**src/rtl/fp32_pkg.sv**
```systemverilog
// Shared FP32 constants and the divider FSM state encoding.
// Used by fp32_unpack and fp32_div_iter.
package fp32_pkg;

    localparam int          FP32_BIAS    = 127;
    localparam logic [7:0]  FP32_EXP_MAX = 8'hFF;
    localparam logic [31:0] FP32_QNAN    = 32'h7FC00000;
    localparam logic [31:0] FP32_PINF    = 32'h7F800000;

    typedef enum logic [1:0] {
        IDLE,
        DIV,
        NORM,
        DONE
    } div_state_e;

endpackage

```
**src/rtl/fp32_unpack.sv**
```systemverilog
// Combinational FP32 field split with zero/special flags; exponent 0 counts
// as zero, so denormals are flushed.
module fp32_unpack
    import fp32_pkg::*;
(
    input  logic [31:0] f,
    output logic        sign,
    output logic [7:0]  exp,
    output logic [22:0] man,
    output logic        is_zero,
    output logic        is_special
);

    assign sign       = f[31];
    assign exp        = f[30:23];
    assign man        = f[22:0];
    assign is_zero    = (f[30:23] == 8'd0);
    assign is_special = (f[30:23] == FP32_EXP_MAX);

endmodule

```
**src/rtl/fp32_div_iter.sv**
```systemverilog
// Iterative FP32 divider: restoring radix-2, one quotient bit per falling edge.
// Build option FP32_DIV_ROUND_EN selects round-to-nearest-even instead of truncation.
module fp32_div_iter
    import fp32_pkg::*;
(
    input  logic        clkn_i,
    input  logic        rstn_i,
    input  logic        in_valid_i,
    output logic        in_ready_o,
    input  logic [31:0] A,
    input  logic [31:0] B,
    output logic        out_valid_o,
    input  logic        out_ready_i,
    output logic [31:0] Result
);

    logic        a_sign, b_sign, a_zero, b_zero, a_spec, b_spec;
    logic [7:0]  a_exp, b_exp;
    logic [22:0] a_man, b_man;

    fp32_unpack u_unpack_a (
        .f(A), .sign(a_sign), .exp(a_exp), .man(a_man),
        .is_zero(a_zero), .is_special(a_spec)
    );

    fp32_unpack u_unpack_b (
        .f(B), .sign(b_sign), .exp(b_exp), .man(b_man),
        .is_zero(b_zero), .is_special(b_spec)
    );

    div_state_e         state_q, state_d;
    logic [4:0]         step_q;
    logic               sign_q;
    logic signed [9:0]  exp_q;
    logic [24:0]        rem_q;
    logic [23:0]        dvsr_q;
    logic [25:0]        quo_q;
    logic [22:0]        mant_q;
    logic               nan_q, a_zero_q, b_zero_q;
`ifdef FP32_DIV_ROUND_EN
    logic               guard_q, sticky_q;
`endif

    logic               rem_ge;
    logic [24:0]        rem_sub;
    logic [23:0]        mant_rnd;
    logic signed [9:0]  exp_fin;
    logic [31:0]        packed_res;

    always_ff @(negedge clkn_i or negedge rstn_i) begin
        if (!rstn_i) state_q <= IDLE;
        else         state_q <= state_d;
    end

    always_comb begin
        state_d    = state_q;
        in_ready_o = 1'b0;
        unique case (state_q)
            IDLE: begin
                in_ready_o = 1'b1;
                if (in_valid_i) state_d = DIV;
            end
            DIV:     if (step_q == 5'd25) state_d = NORM;
            NORM:    state_d = DONE;
            DONE:    if (out_valid_o && out_ready_i) state_d = IDLE;
            default: state_d = IDLE;
        endcase
    end

    // Remainder stays below twice the divisor, so 25 bits are enough.
    assign rem_ge  = (rem_q >= {1'b0, dvsr_q});
    assign rem_sub = rem_ge ? (rem_q - {1'b0, dvsr_q}) : rem_q;

    always_comb begin
        mant_rnd = {1'b0, mant_q};
`ifdef FP32_DIV_ROUND_EN
        if (guard_q && (sticky_q || mant_q[0])) mant_rnd = {1'b0, mant_q} + 24'd1;
`endif
        // A mantissa carry leaves the fraction at zero and bumps the exponent.
        exp_fin = exp_q + $signed({9'd0, mant_rnd[23]});

        if (nan_q)                   packed_res = FP32_QNAN;
        else if (a_zero_q)           packed_res = 32'h0000_0000;
        else if (b_zero_q)           packed_res = FP32_PINF | {sign_q, 31'd0};
        else if (exp_fin > 10'sd254) packed_res = FP32_PINF | {sign_q, 31'd0};
        else if (exp_fin < 10'sd1)   packed_res = 32'h0000_0000;
        else                         packed_res = {sign_q, exp_fin[7:0], mant_rnd[22:0]};
    end

    // NOTE: the datapath is reset along with the FSM so an aborted division
    // leaves no stale quotient or Result behind.
    always_ff @(negedge clkn_i or negedge rstn_i) begin
        if (!rstn_i) begin
            step_q      <= '0;
            sign_q      <= 1'b0;
            exp_q       <= '0;
            rem_q       <= '0;
            dvsr_q      <= '0;
            quo_q       <= '0;
            mant_q      <= '0;
            nan_q       <= 1'b0;
            a_zero_q    <= 1'b0;
            b_zero_q    <= 1'b0;
`ifdef FP32_DIV_ROUND_EN
            guard_q     <= 1'b0;
            sticky_q    <= 1'b0;
`endif
            out_valid_o <= 1'b0;
            Result      <= '0;
        end else begin
            unique case (state_q)
                IDLE: if (in_valid_i) begin
                    sign_q   <= a_sign ^ b_sign;
                    exp_q    <= {2'b00, a_exp} - {2'b00, b_exp} + 10'(FP32_BIAS);
                    rem_q    <= {2'b01, a_man};
                    dvsr_q   <= {1'b1, b_man};
                    quo_q    <= '0;
                    step_q   <= '0;
                    nan_q    <= a_spec | b_spec | (a_zero & b_zero);
                    a_zero_q <= a_zero;
                    b_zero_q <= b_zero;
                end
                DIV: begin
                    quo_q  <= {quo_q[24:0], rem_ge};
                    rem_q  <= rem_sub << 1;
                    step_q <= step_q + 5'd1;
                end
                NORM: begin
                    if (quo_q[25]) begin
                        mant_q   <= quo_q[24:2];
`ifdef FP32_DIV_ROUND_EN
                        guard_q  <= quo_q[1];
                        sticky_q <= quo_q[0] | (rem_q != '0);
`endif
                    end else begin
                        mant_q   <= quo_q[23:1];
                        exp_q    <= exp_q - 10'sd1;
`ifdef FP32_DIV_ROUND_EN
                        guard_q  <= quo_q[0];
                        sticky_q <= (rem_q != '0);
`endif
                    end
                end
                DONE: begin
                    // First DONE edge packs the result; later edges wait for the consumer.
                    if (!out_valid_o) begin
                        Result      <= packed_res;
                        out_valid_o <= 1'b1;
                    end else if (out_ready_i) begin
                        out_valid_o <= 1'b0;
                    end
                end
                default: ;
            endcase
        end
    end

endmodule

```
**config.mk**
```make
export PLATFORM = sky130hd
export DESIGN_NAME = fp32_div_iter
export DESIGN_NICKNAME = d
export VERILOG_FILES = /design/src/rtl/fp32_pkg.sv /design/src/rtl/fp32_unpack.sv /design/src/rtl/fp32_div_iter.sv
export SDC_FILE = /design/constraint.sdc
export NUM_CORES = 1
export LEC_CHECK = 0
export BUFFER_PORTS_ARGS = -buffer_cell sky130_fd_sc_hd__buf_2
export CAP_MARGIN = 20
export CORE_ASPECT_RATIO = 2
export CORE_MARGIN = 2
export CORE_UTILIZATION = 50
export DETAILED_ROUTE_END_ITERATION = 12
export PLACE_DENSITY_LB_ADDON = 0.1
export SLEW_MARGIN = 25
export SYNTH_ARGS = -nofsm -noshare
export SYNTH_HDL_FRONTEND = slang
export SYNTH_HIERARCHICAL = 1
export SYNTH_SLANG_ARGS = --single-unit
```
**constraint.sdc**
```tcl
create_clock -name clkn_i -period 3.4 [get_ports clkn_i]
set_input_delay 0.34 -clock clkn_i [delete_from_list [all_inputs] [get_ports clkn_i]]
set_output_delay 0.34 -clock clkn_i [all_outputs]
set_load 0.02 [all_outputs]
```
==> results of run 1 <==
-- per-stage QoR --
| stage | instances | instance area [um2] |
|---|---|---|
| floorplan | 928 | 9035 |
| detailed placement | 1198 | 9698 |
| global placement | 1198 | 9698 |
| global route | 1235 | 10430 |
| CTS | 1234 | 10370 |
| finish | 1235 | 10430 |
-- cells by family after synthesis --
| family | count (synthesis) | share of synthesized area |
|---|---|---|
| adders and majority gates | 44 | 0.06220 |
| DFF | 152 | 0.4249 |
| AOI/OAI and AO/OA | 261 | 0.1919 |
| buffers and inverters | 158 | 0.09561 |
| xor gates and xnor gates | 33 | 0.03229 |
| and+or+nand+nor | 212 | 0.1134 |
| muxes | 68 | 0.07968 |
-- critical path, stage by stage --
cell and delay [ns]:
buf_8 0.10, inv_4 0.04, ha_4 0.18, nor2b_4 0.12, o21a_1 0.20, or3_4 0.36
o22ai_4 0.20, nor2_4 0.05, or3b_4 0.39, xnor2_1 0.13, o41a_1 0.30
-- worst min path at each step --
stage / start / end / cells past startpoint
final: Result[31] / Result[31] / 2
after global routing: dvsr_q[23] / dvsr_q[23] / 2
after CTS: Result[31] / Result[31] / 2
after detailed placement: Result[31] / Result[31] / 2
after global placement: Result[31] / Result[31] / 2
after floorplan: dvsr_q[23] / dvsr_q[23] / 2
-- layer usage --
layer	up-vias	part of all wire	routed length [um]
met2	141	0.57	11700
li1	3438	-	-
met3	38	0.028	584
met1	3286	0.37	7678
met4	0	0.031	643
met5	-	0	0
-- cell type report --
| cell class | instances | share of cell area |
|---|---|---|
| tap | 213 | 0.02556 |
| clock buffer | 17 | 0.04080 |
| sequential | 152 | 0.3648 |
| inverter | 52 | 0.01896 |
| timing repair buffer | 168 | 0.1080 |
| clock inverter | 15 | 0.01692 |
| multi-input combinational | 618 | 0.4249 |
-- power by group through the flow --
stage | clock network, mW | registers, mW | logic [mW]
global route | 2.02 | 3.44 | 7.37
finish | 1.90 | 3.32 | 6.60
global placement | 0 | 3.33 | 6.47
CTS | 1.95 | 3.33 | 6.63
floorplan | 0 | 3.38 | 4.75
detailed placement | 0 | 3.36 | 6.55
-- sequential cells by signal, indices dropped and copies added, names as in the netlist --
register,count
Result,32
quo_q,26
rem_q,25
dvsr_q,24
mant_q,23
exp_q,10
step_q,5
state_q,2
a_zero_q,1
b_zero_q,1
nan_q,1
out_valid_o,1
sign_q,1
-- layout by cell type (no fill, tap or decap), drive strengths merged, types with 4 or more instances in the layout --
cell    synthesis  final
buf            74    168
dfrtn         152    152
a21oi          82     82
nor2           73     73
inv            51     59
nand2          52     52
o21ai          52     52
a22o           47     47
mux2i          42     42
ha             42     42
mux2           26     26
xnor2          18     18
clkbuf         32     17
xor2           15     15
nand3          14     14
o22ai          13     13
nand4          11     11
a21o           11     11
nor3           11     11
and3           10     10
or3             8      8
or4             7      7
o31ai           7      7
o21bai          6      6
nand2b          6      6
clkinv          1      6
o21a            5      5
o211ai          5      5
a221oi          5      5
a211oi          5      5
nand4b          4      4
a31oi           4      4
nor2b           4      4
-- what timing repair did --
action | CTS | global route
pin swaps | 13 | 5
resized for setup | 9 | 9
endpoints found under the setup margin | 8 | 8
buffers inserted | 4 | 1
-- synth_stat cells, types with 3 or more instances --
cell type	instances
or3_1	8
and3_1	10
nand4_1	11
nor2b_1	4
nand4b_1	4
a31oi_1	4
a21oi_1	82
a221oi_1	5
and2_1	3
a22o_1	47
o21ai_0	40
nand2b_1	6
o22ai_1	13
nor4_1	3
o21a_1	5
a221o_1	3
clkbuf_1	32
nand3_1	14
o211ai_1	5
o21bai_1	6
o21ai_1	12
nor3_1	11
buf_4	64
mux2i_1	42
nand2_1	51
dfrtn_1	152
nor2_1	73
a21o_1	11
o31ai_1	5
xnor2_1	18
xor2_1	15
a211oi_1	5
or4_1	6
inv_1	51
buf_1	5
buf_2	3
mux2_2	26
ha_1	42
==> run_results.csv, run 1 <==
group,metric,value,unit
synthesis,synth_cells,928,
timing,hold_violations,0,
synthesis,synth_top_area_frac,0.4249,
synthesis,synth.distinct_cells,62,
routing,first_iter_violations,146,
setup_path,cp-endpoint,"exp_q[7]",
setup_path,cp_data_required_time,1.94,ns
global_route,grt_max_degree,52,
setup_path,path_max_fanout,4,
global_route,use_met3,0.03035,
setup_path,worstSetupEndpointType,"flip-flop",
routing,drt_wl_total,20610,um
cts,htree_levels,4,
routing,ant_nets,0,
floorplan,rows,69,
floorplan,initial_core_util,0.5058,
cts,cts.sink_count,152,
power_and_ir_drop,power_density,1134,nW/um2
finish,fill_cells,1602,
global_route,grt_pass1_vias,7197,
routing,vias_per_cell,5.589,
timing,worst_slack,-0.4879,ns
place,place_congestion,0.9029,
finish,layout.nets,1120,
routing,remaining_drc_errors,0,
global_route,grt.busiest_layer,"met2",
setup_path,reg2reg_from,"dvsr_q[12]",
finish,register_area,3804,um2
setup_path,cp.arrival,2.43,ns
power_and_ir_drop,vdd_drop_max,0.0006422,V
synthesis,yosys_warnings,6,
cts,ctsHoldBuffers,0,
global_route,use_met2,0.4321,
finish,utilization,0.5891,
run_status,outcome,"complete, but fails checks",
synthesis,synth_edf_count,0,
power_and_ir_drop,p_seq_frac,0.281,
floorplan,io_pins,102,
synthesis,ys_seq_area_frac,0.4249,
power_and_ir_drop,p_int,6.612,mW
setup_path,r2r_cells,10,
floorplan,coreArea,17700,um2
timing,worst_pin_slew,0.8006,ns
floorplan,die_w,98.61,um
power_and_ir_drop,p_switching,5.208,mW
synthesis,async_flop_share,1.000,
routing,wire_per_inst,16.68,um
cts,clk_latency,0.40,ns
place,hpwlAfterDp,15620,um
place,port_buffers,101,
power_and_ir_drop,switching_share,0.4406,
global_route,grt_util_met1,0.2383,
finish,drive_gt1_frac,0.2505,
finish,multiInputGateArea,4431,um2
timing,timing.hold.ws,0.4031,ns
timing,finalSetupTns,-1.858,ns
synthesis,synth_area,8951,um2
synthesis,ys_ff_latch,152,
floorplan,die_area,19050,um2
finish,syn_to_final_growth,16.48,%
cts,cts_tree,"done",
power_and_ir_drop,clockPowerShare,0.161,
routing,vias,6903,
run_status,failed_checks,"setup timing",
floorplan,die_h,193.2,um
synthesis,avgSynthCellArea,9.646,um2
synthesis,synth_top_area_cell,"dfrtn_1",
cts,clk_path_buf_depth,2,
power_and_ir_drop,p_leak,4.864,nW
synthesis,synth-main-ff-cell,"dfrtn_1",
synthesis,synthesis.nets,1039,
global_route,track_usage,0.2242,
setup_path,rrSetupSlack,0.29,ns
global_route,grt_pass1_wl,34630,um
synthesis,yosys-top-cells-area,"dfrtn_1 (42%), ha_1 (5.9%), buf_4 (5.4%), mux2i_1 (4.7%), a22o_1 (4.6%)",
timing,clock-skew-final,0.007257,ns
cts,cts_made_buffers,17,
setup_path,startpoint,"B[24]",
power_and_ir_drop,power,11.82,mW
place,dp_slack,-0.9327,ns
routing,firstDrtPassIters,4,
timing,finalSetupViolCount,7,
finish,diodes,0,
power_and_ir_drop,share_comb_of_total_power,0.558,
setup_path,critPathLaunchType,"primary input",
flow_run,maxCapViolations,0,
global_route,antenna_found_initial,0,
timing,drv_slew,0,
global_route,grt_overflow_total,0,
cts,clk_pin_slew,0.05,ns
setup_path,timing.rr.end,"rem_q[2]",
cts,cts-root-buf,"clkbuf_16",
timing,rsz0062_at_grt,"yes",
setup_path,critPathKind,"in2reg",
timing,slew_headroom,0.4663,
min_path,holdCritPathClass,"reg2reg",
No activity file was read; power rests on OpenSTA's default activity.
==> inputs of run 2 (changes only) <==
Settings changed: SKIP_CTS_REPAIR_TIMING set to 1.
==> run 2 against run 1 <==
The flow still finishes with violations (setup timing). Critical path depth did not move. Clock skew hardly changed. Non-clock buffer count fell by 1. Sequential power about the same.
==> run_results.csv, run 2 (synthesis gave the netlist of run 1 again) <==
group,metric,value,unit
setup_path,path_buf_inv,2,
floorplan,die_w,98.61,um
timing,worst_slack,-0.4686,ns
power_and_ir_drop,power_density,1133,nW/um2
place,place_congestion,0.9029,
routing,ant_nets,0,
cts,clk_path_buf_depth,2,
setup_path,cp_data_required_time,1.94,ns
routing,first_iter_violations,142,
global_route,grt_pass1_vias,7154,
global_route,antenna_found_initial,0,
finish,layout.nets,1119,
finish,final_common_cell,"dfrtn_1",
setup_path,path_max_fanout,3,
cts,htree_levels,4,
routing,firstDrtPassIters,7,
setup_path,worstSetupEndpointType,"flip-flop",
floorplan,initial_core_util,0.5058,
setup_path,rrSetupSlack,0.29,ns
floorplan,die_area,19050,um2
floorplan,rows,69,
setup_path,critPathLaunchType,"primary input",
setup_path,critPathSlowestCell,"or3b_4",
setup_path,cp.arrival,2.41,ns
finish,fin_cells,1234,
timing,hold_violations,0,
run_status,failed_checks,"setup timing",
cts,cts.sink_count,152,
power_and_ir_drop,power,11.84,mW
cts,cts_made_buffers,17,
timing,worst_pin_slew,0.8032,ns
run_status,outcome,"complete, but fails checks",
finish,drive_gt1_frac,0.2547,
routing,drt_wl_total,20680,um
finish,diodes,0,
min_path,min_from,"Result[31]",
min_path,holdPathStages,2,
cts,cts-root-buf,"clkbuf_16",
timing,clock-skew-final,0.006877,ns
flow_run,maxCapViolations,0,
timing,finalSetupViolCount,7,
floorplan,die_h,193.2,um
routing,wire_per_inst,16.75,um
setup_path,timing.rr.end,"rem_q[2]",
setup_path,cpPeakStageDelay,0.41,ns
min_path,holdCritPathClass,"reg2reg",
timing,slew_headroom,0.4645,
place,hpwlAfterDp,15620,um
timing,drv_slew,0,
cts,clk_pin_slew,0.05,ns
place,dp.cells,1198,
floorplan,io_pins,102,
finish,fill_cells,1595,
finish,top_register,"Result",
place,port_buffers,101,
global_route,track_usage,0.2235,
global_route,grt_overflow_total,0,
finish,top_regs,"Result (32), quo_q (26), rem_q (25)",
global_route,grt_pass1_wl,34530,um
routing,vias_per_cell,5.616,
timing,timing.hold.ws,0.4031,ns
floorplan,coreArea,17700,um2
setup_path,reg2reg_from,"dvsr_q[12]",
min_path,holdPathEnd,"Result[31]",
power_and_ir_drop,p_leak,4.867,nW
cts,cts_tree,"done",
power_and_ir_drop,vdd_drop_max,0.0006411,V
finish,syn_to_final_growth,16.82,%
finish,largest_register_ffs,32,
timing,rsz0062_at_grt,"yes",
routing,remaining_drc_errors,0,
cts,clk_latency,0.40,ns
global_route,grt_max_degree,52,
setup_path,critPathKind,"in2reg",
setup_path,path_cells,"buf_8 -> inv_4 -> ha_4 -> nor2b_4 -> o21a_1 -> or3_4 -> o22ai_4 -> nor2_4 -> or3b_4 -> xnor2_1 -> o41a_1",
routing,vias,6930,
setup_path,critPathTopFamily,"simple AND/OR/NAND/NOR gates",
setup_path,r2r_cells,10,
finish,final_cell_mix,"dfrtn_1 (152), buf_2 (98), a21oi_1 (79)",
-- run 2: changes by cell type in the layout (fill, tap and decap cells not counted), sizes merged --
cell,previous run,this run
buf,168,167
-- run 2: per-stage QoR --
stage | utilization | setup slack [ns] | area, um2 | TNS (ns)
CTS | 0.5820 | -0.5178 | 10300 | -2.004
floorplan | - | -0.8658 | 9035 | -3.582
global route | 0.5908 | -0.4977 | 10460 | -1.964
detailed placement | 0.5480 | -0.9327 | 9698 | -5.130
global placement | 0.5480 | -0.9199 | 9698 | -4.953
finish | 0.5908 | -0.4686 | 10460 | -1.552
-- run 2: layout make-up --
cell class,count,area (um2),area share
Multi-Input combinational cell,618,4468,0.4273
Timing Repair Buffer,167,1119,0.1070
Clock inverter,15,176.4,0.01687
Inverter,52,197.7,0.01891
Clock buffer,17,425.4,0.04068
Tap cell,213,266.5,0.02549
Sequential cell,152,3804,0.3638
-- run 2: report_power, final --
| part | leakage, nW | internal, mW | switching (mW) |
|---|---|---|---|
| Combinational | 2.71 | 2.91 | 3.70 |
| Sequential | 1.87 | 2.71 | 0.615 |
| Clock | 0.287 | 0.995 | 0.909 |
| Total | 4.87 | 6.61 | 5.23 |
-- run 2: routing by layer --
layer  part of all wire  up-vias  GRT usage
met5                  0        -          0
met4              0.031        0    0.08929
met3              0.026       38    0.02926
met2               0.57      132     0.4301
met1               0.38     3321     0.2392
li1                   -     3439          -
-- run 2: worst max path at each step --
stage / to / depth (start not counted) / start / slack (ns)
after floorplan: exp_q[7] / 10 / B[27] / -0.87
after detailed placement: exp_q[7] / 11 / B[24] / -0.93
after global placement: exp_q[7] / 11 / B[24] / -0.92
after CTS: exp_q[7] / 11 / B[24] / -0.52
final: exp_q[7] / 11 / B[24] / -0.47
after global routing: exp_q[7] / 11 / B[24] / -0.50
-- run 2: tightest hold or removal path: cells and delay by family (launching register included) --
family / cells / cell delay (ns)
flip-flops: 1 / 0.40
AND/OR/NAND/NOR: 2 / 0.10
==> inputs of run 3 (changes only) <==
Settings changed: CORE_UTILIZATION 50 to 30, MAX_ROUTING_LAYER set to met4.
==> run 3 against run 2 <==
The flow still finishes with violations (setup timing). Sequential power barely moved. Core utilization fell by 23 points. Die area rose by 64%. Final cell count rose by 12%. Power rose by 1.8%. Global-route usage fell by 5.7 points. Clock-buffer cell count rose by 1. Combinational power rose by 3%. Sequential cell count did not move. Clock skew rose by 0.0065 ns. Highest routed layer unchanged. Sequential share of layout area fell by 0.46 points. Via count fell by 0.91%.
==> run_results.csv, run 3 (synthesis gave the netlist of run 1 again) <==
group,metric,value,unit
finish,fill_cells,3085,
finish,largest_register_ffs,32,
finish,multiInputGateArea,4432,um2
power_and_ir_drop,power,12.06,mW
setup_path,worstSetupEndpointType,"flip-flop",
setup_path,cp.arrival,2.41,ns
routing,wire_per_inst,17.43,um
setup_path,path_cells,"buf_6 -> ha_4 -> nor2b_4 -> o21a_4 -> or3_4 -> o22ai_4 -> nor2_4 -> or3b_4 -> xnor2_1 -> o41a_1",
floorplan,die_w,126.1,um
global_route,grt_pass1_wl,39250,um
timing,drv_slew,0,
min_path,min_from,"dvsr_q[23]",
place,place_congestion,0.8725,
place,place_area,9903,um2
global_route,grt_pass1_vias,7371,
cts,cts_tree,"done",
finish,syn_to_final_growth,18.30,%
cts,cts_made_buffers,17,
floorplan,initial_core_util,0.3045,
timing,clock-skew-final,0.01335,ns
power_and_ir_drop,p_leak,4.848,nW
min_path,holdCritPathClass,"reg2reg",
setup_path,critPathSlowestCell,"or3b_4",
routing,first_iter_violations,305,
routing,ant_nets,0,
power_and_ir_drop,power_density,1139,nW/um2
cts,cts-root-buf,"clkbuf_16",
setup_path,cp-endpoint,"exp_q[7]",
timing,hold_violations,0,
timing,worst_pin_slew,0.8583,ns
setup_path,critPathKind,"in2reg",
floorplan,die_area,31320,um2
cts,clk_latency,0.42,ns
run_status,outcome,"complete, but fails checks",
setup_path,reg2reg_from,"dvsr_q[2]",
finish,register_area,3804,um2
timing,finalSetupViolCount,7,
cts,clk_pin_slew,0.05,ns
finish,layout.nets,1119,
setup_path,r2r_cells,11,
timing,rsz0062_at_grt,"yes",
flow_run,maxCapViolations,0,
place,port_buffers,101,
finish,final_cell_mix,"dfrtn_1 (152), buf_2 (97), a21oi_1 (78)",
global_route,antenna_found_initial,1,
setup_path,critPathLaunchType,"primary input",
global_route,track_usage,0.1664,
finish,drive_gt1_frac,0.2576,
cts,clk_path_buf_depth,2,
finish,top_regs,"Result (32), quo_q (26), rem_q (25)",
routing,drt_wl_total,24160,um
setup_path,path_max_fanout,4,
cts,cts.sink_count,152,
timing,worst_slack,-0.4605,ns
run_status,failed_checks,"setup timing",
setup_path,rrSetupSlack,0.24,ns
setup_path,timing.rr.end,"rem_q[7]",
setup_path,cpPeakStageDelay,0.39,ns
setup_path,startpoint,"A[24]",
floorplan,coreArea,29400,um2
timing,slew_headroom,0.4277,
routing,remaining_drc_errors,0,
finish,final_area,10590,um2
finish,top_register,"Result",
floorplan,die_h,248.3,um
routing,vias,6867,
cts,htree_levels,4,
global_route,grt_max_degree,45,
routing,vias_per_cell,4.955,
setup_path,cp_data_required_time,1.95,ns
routing,firstDrtPassIters,4,
power_and_ir_drop,vdd_drop_max,0.0005802,V
floorplan,rows,89,
global_route,grt_overflow_total,0,
finish,final_common_cell,"dfrtn_1",
place,hpwlAfterDp,18760,um
floorplan,io_pins,102,
[run 3: final cells by class]
cell class / count / area share
antenna: 1 / 0.0002363
clock buffer: 18 / 0.04147
clock inverter: 14 / 0.01453
inverter: 52 / 0.01867
multi-input combinational: 618 / 0.4185
sequential: 152 / 0.3592
tap: 364 / 0.04301
timing repair buffer: 167 / 0.1043
[run 3: layer usage]
| metal | track usage | part of all wire | vias up |
|---|---|---|---|
| met1 | 0.1594 | 0.36 | 3312 |
| li1 | - | - | 3429 |
| met2 | 0.3248 | 0.59 | 100 |
| met4 | 0.06658 | 0.024 | 0 |
| met3 | 0.02857 | 0.026 | 26 |
| met5 | - | 0 | - |
[run 3: metrics by stage]
| step | cells | TNS, ns | worst slack [ns] | hold slack (ns) | util |
|---|---|---|---|---|---|
| after CTS | 1384 | -1.883 | -0.5271 | 0.3997 | 0.3570 |
| final | 1386 | -1.444 | -0.4605 | 0.3925 | 0.3602 |
| after floorplan | 928 | -3.582 | -0.8658 | 0.3781 | - |
| after detailed placement | 1352 | -5.336 | -0.9582 | 0.3983 | 0.3369 |
| after global placement | 1352 | -5.278 | -0.9469 | 0.3926 | 0.3369 |
| after global routing | 1386 | -1.833 | -0.5209 | 0.4468 | 0.3602 |
[run 3: worst max-delay path, delay by kind of cell]
family	cells	cell delay [ns]
fa+ha+maj	1	0.23
compound gates	3	0.69
simple gates	4	0.92
xor+xnor	1	0.14
buf+inv	1	0.10
[run 3: worst min-delay path by stage]
stage	end	cells after the start
floorplan	dvsr_q[23]	2
global placement	dvsr_q[23]	2
detailed placement	dvsr_q[23]	2
CTS	dvsr_q[23]	2
global route	dvsr_q[23]	2
finish	dvsr_q[23]	2
[run 3: power breakdown]
part	switching, mW	total, mW	internal (mW)
registers	0.598	3.30	2.71
logic	3.88	6.82	2.93
clock network	0.879	1.94	1.06
